==> config.mk <==
export PLATFORM = sky130hd
export DESIGN_NAME = keymatrix8x8_scan
export DESIGN_NICKNAME = d
export VERILOG_FILES = /design/src/rtl/keymatrix8x8_scan.sv
export SDC_FILE = /design/constraint.sdc
export NUM_CORES = 1
export LEC_CHECK = 0
export ABC_AREA = 1
export CAP_MARGIN = 0
export CORE_UTILIZATION = 55
export DETAILED_ROUTE_END_ITERATION = 8
export PLACE_DENSITY = 0.88
export SYNTH_ARGS = -nofsm -noshare
export SYNTH_HDL_FRONTEND = slang
export SYNTH_SLANG_ARGS = --single-unit
==> constraint.sdc <==
create_clock -name clk -period 3.9 [get_ports clk]
set_input_delay 0.585 -clock clk [delete_from_list [all_inputs] [get_ports clk]]
set_output_delay 0.585 -clock clk [all_outputs]
set_load 0.01 [all_outputs]
==> src/rtl/keymatrix8x8_scan.sv <==
// 8x8 key matrix scanner: walks one active-low column at a time, debounces each key
// and reports press/release events through a 4-entry FIFO. Key index = col*8 + row.
module keymatrix8x8_scan #(
  parameter int SCAN_DIV       = 27000,
  parameter int DEBOUNCE_SCANS = 4
) (
  input  logic        clk,
  input  logic        pReset,
  output logic [7:0]  colDrive,
  input  logic [7:0]  rowSense,
  output logic [63:0] keyState,
  output logic        evtValid,
  input  logic        evtReady,
  output logic        evtPress,
  output logic [5:0]  evtIndex,
  output logic        frameDone
);

  localparam int             DW         = (SCAN_DIV > 2) ? $clog2(SCAN_DIV) : 1;
  localparam logic [DW-1:0]  DWELL_LAST = DW'(SCAN_DIV - 1);
  localparam logic [3:0]     DB_LIM     = 4'(DEBOUNCE_SCANS);

  typedef enum logic {DWELL, UPDATE} state_t;

  state_t            state_q;
  logic [DW-1:0]     dwell_q;
  logic [2:0]        row_q, col_q;
  logic [7:0]        colDrive_q;
  logic [7:0]        sync1_q, sync2_q, smp_q;
  logic [63:0]       keyState_q;
  logic [63:0][2:0]  cnt_q;
  logic              frameDone_q;
  logic [3:0][6:0]   mem_q;
  logic [1:0]        head_q, tail_q;
  logic [2:0]        count_q;

  logic [5:0] key_idx;
  logic       smp_bit, differ, at_thresh, pop, full, push;
  logic [3:0] cnt_inc;
  logic [2:0] col_nxt;

  assign key_idx   = {col_q, row_q};
  assign smp_bit   = smp_q[row_q];
  assign differ    = smp_bit != keyState_q[key_idx];
  assign cnt_inc   = {1'b0, cnt_q[key_idx]} + 4'd1;
  assign at_thresh = cnt_inc == DB_LIM;
  assign pop       = (count_q != 3'd0) & evtReady;
  assign full      = count_q == 3'd4;
  // A flip that finds the FIFO full is simply retried on the next scan of this column.
  assign push      = (state_q == UPDATE) & differ & at_thresh & (~full | pop);
  assign col_nxt   = col_q + 3'd1;

  always_ff @(posedge clk) begin
    if (pReset) begin
      state_q     <= DWELL;
      dwell_q     <= '0;
      row_q       <= '0;
      col_q       <= '0;
      colDrive_q  <= 8'hFE;
      sync1_q     <= 8'hFF;
      sync2_q     <= 8'hFF;
      smp_q       <= '0;
      keyState_q  <= '0;
      cnt_q       <= '0;
      frameDone_q <= 1'b0;
      mem_q       <= '0;
      head_q      <= '0;
      tail_q      <= '0;
      count_q     <= '0;
    end else begin
      sync1_q     <= rowSense;
      sync2_q     <= sync1_q;
      frameDone_q <= 1'b0;
      unique case (state_q)
        DWELL: begin
          if (dwell_q == DWELL_LAST) begin
            smp_q   <= ~sync2_q;
            row_q   <= '0;
            state_q <= UPDATE;
          end else begin
            dwell_q <= dwell_q + DW'(1);
          end
        end
        UPDATE: begin
          if (!differ) begin
            cnt_q[key_idx] <= 3'd0;
          end else if (!at_thresh) begin
            cnt_q[key_idx] <= cnt_inc[2:0];
          end else if (push) begin
            keyState_q[key_idx] <= smp_bit;
            cnt_q[key_idx]      <= 3'd0;
          end
          if (row_q == 3'd7) begin
            col_q       <= col_nxt;
            colDrive_q  <= ~(8'd1 << col_nxt);
            dwell_q     <= '0;
            state_q     <= DWELL;
            frameDone_q <= (col_q == 3'd7);
          end else begin
            row_q <= row_q + 3'd1;
          end
        end
        default: state_q <= DWELL;
      endcase

      if (pop) head_q <= head_q + 2'd1;
      if (push) begin
        mem_q[tail_q] <= {smp_bit, key_idx};
        tail_q        <= tail_q + 2'd1;
      end
      unique case ({push, pop})
        2'b10:   count_q <= count_q + 3'd1;
        2'b01:   count_q <= count_q - 3'd1;
        default: count_q <= count_q;
      endcase
    end
  end

  assign colDrive            = colDrive_q;
  assign keyState            = keyState_q;
  assign frameDone           = frameDone_q;
  assign evtValid            = count_q != 3'd0;
  assign {evtPress, evtIndex} = mem_q[head_q];

endmodule

==> out/metrics.yaml <==
status:
  status: "finished clean"
yosys:
  yosysWarnings: 0
  synthAdderAreaFrac: 0.0111
  ys.flop_type: "dfxtp_1"
  synth_seq_area_share: 0.372
  synth_edf_count: 0
  syn_nets: 2989
  netlist_area_um2: 18600
  synth_top_family_by_area: "simple AND/OR/NAND/NOR gates"
  avgSynthCellArea_um2: 6.29
  yosys.area_share.simple: 0.345
  synth-compound-area-share: 0.143
  netlist_instances: 2962
  synth.area.top_cells: "dfxtp_1, nand2_1, nor2_1"
  synth-xor-area-share: 0.00188
  synth.top_cell.area_share: 0.372
  ys_ff_latch: 346
  synth.distinct_cells: 39
  async_reset_ff_frac: 0
  synthMuxAreaShare: 0
  synth_area_leader_cell: "dfxtp_1"
worst_setup_path:
  startpoint_type: "flip-flop"
  cp.required_ps: 4360
  path_class: "reg2reg"
  arrival_ps: 4190
  crit_fanout: 10
  endpoint_kind: "flip-flop"
power_and_ir_drop:
  p_sw_frac: 0.216
  ir_drop_mv: 0.283
  total_power_mw: 7.27
  cellPowerDensity_nw_per_um2: 342
  comb_power_share: 0.016
  p_leak_nw: 8.92
  seq_power_share: 0.488
  p_sw_mw: 1.57
  p_int_mw: 5.70
  pwr-share-clk: 0.496
clock_tree:
  clk-insertion-delay-late_ps: 540
  clock_path_buffers: 3
  clk_pin_slew_ps: 60
  clkSinkCount: 346
  htree_levels: 2
  cts_tree: "built"
  root_buffer: "clkbuf_16"
  cts_buffers: 37
global_routing:
  grt_use_total: 0.347
  antenna_found_initial: 0
  grt_pass1_wl_um: 95500
  overflow: 0
  grt_max_degree: 116
  grt_pass1_vias: 18490
timing:
  fin_crit_sh: 0.955
  skew_ps: 19.7
  fmax_mhz: 268
  maxSlewViolCount: 0
  worst_slew_pin_slew_ps: 889
  slew_headroom: 0.407
  rsz0062_at_grt: "no"
  fin_crit_ps: 3730
  hold_viol_final: 0
  setup_viol: 0
  fin_tns_setup_ps: 0
placement:
  routabilityCongestion: 1.02
  dp_hpwl_um: 40000
  portBuffers: 91
final_layout:
  drive_above_1_share: 0.0708
  multiInputGateArea_um2: 9390
  utilization: 0.634
  regArea_um2: 6940
  area_growth_pct: 13.9
  layout_common_cells: "nand2_1, nor2_1, inv_1"
  antennaDiodeCount: 0
  fill_cells: 2831
  num-nets-final: 3025
  final_common_cell: "nand2_1"
route:
  post_drt_wl_per_cell_um: 17.5
  dr_total_vias: 20363
  vias_per_cell: 5.86
  ant_nets: 0
  wl_um: 60800
  dr.first_iter.drc_count: 2672
  post-route-drc-count: 0
  dr.pass1.iters: 7
floorplan:
  rows: 67
  die_h_um: 186
  core_area_um2: 33400
  dieArea_um2: 34600
  ios: 92
  start_util: 0.557
  chipWidth_um: 186
min_path:
  hold_class: "reg2reg"
run:
  cap_violations: 0
==> sequential cells by signal, summed over array words and instances, names as in the netlist, 2 cells and up <==
register  cells
cnt_q       192
sync2_q       8
tail_q        2
dwell_q      15
colDrive      8
head_q        2
mem_q        28
smp_q         8
count_q       3
row_q         3
col_q         3
sync1_q       8
keyState     64
==> final cells by class <==
type | count | share of cell area
multi-input cells | 2034 | 0.442
flip-flops and latches | 346 | 0.327
repair buffers | 171 | 0.0740
inverters | 408 | 0.0725
clock buffers | 55 | 0.0526
well taps | 448 | 0.0264
clock inverters | 10 | 0.00537
==> synthesized netlist by cell type (24+ instances only) <==
cell and n:
a21oi_1 78, buf_1 24, buf_2 44, clkbuf_1 77, dfxtp_1 346, inv_1 394
nand2_1 626, nand3_1 207, nand3_2 26, nor2_1 521, nor3_1 80, o211ai_1 31
o21ai_0 217, o21ai_1 76, o22ai_1 71
==> cell families after synthesis <==
group / count (synthesis)
AND/OR/NAND/NOR: 1524
buffers and inverters: 582
AO/OA/AOI/OAI: 490
flip-flops: 346
adder cells (fa/ha/maj): 16
XOR/XNOR: 4
==> power groups by stage <==
stage	logic (mW)	registers (mW)	clock network [mW]
6_report	0.113	3.55	3.61
5_1_grt	0.123	3.55	3.75
4_1_cts	0.111	3.55	3.59
3_5_place_dp	0.110	3.63	0
3_3_place_gp	0.106	3.63	0
2_1_floorplan	0.0780	3.63	0
==> repair_timing <==
item	CTS	global route
setup endpoints to repair	0	74
hold buffers	0	0
hold endpoints to repair	0	0
setup buffers	0	0
gates resized for setup	0	11
==> final timing paths <==
| kind | from | endpoint | slack, ps | depth (start not counted) |
|---|---|---|---|---|
| hold reg to reg | sync1_q[7] | sync2_q[7] | 410 | 1 |
| hold / removal | sync1_q[7] | sync2_q[7] | 410 | 1 |
| setup reg to reg | row_q[1] | count_q[1] | 170 | 19 |
| setup / recovery | row_q[1] | count_q[1] | 170 | 19 |
==> metrics by stage <==
stage	hold WS [ps]	cells	worst slack [ps]	instance area, µm²
2_1_floorplan	389	2962	44.6	18600
3_3_place_gp	392	3407	316	20000
3_5_place_dp	394	3407	115	20000
4_1_cts	406	3472	61.9	21200
5_1_grt	420	3472	9.46	21200
6_report	406	3472	174	21200
==> critical path, stage by stage (launching register included) <==
cell and delay [ps]:
dfxtp_2 430, inv_2 70, nor2_2 200, buf_4 310, o21ai_0 130, o21ai_0 340
o21ai_0 240, nand2_1 110, nor2_1 40, nand2_1 90, ha_1 200, inv_1 90
nor2_2 270, nand3_4 150, ha_1 210, inv_1 100, fa_1 420, nor2_1 120
a21oi_1 60, nor2_1 80
==> routing by layer <==
layer,track usage,routed length (µm),vias up
met3,0.0673,7030,253
met1,0.445,23100,9309
met2,0.549,27200,1320
li1,-,-,9481
met5,0,0,-
met4,0.188,3450,0
Note: power is estimated with default switching activity, not from simulation.
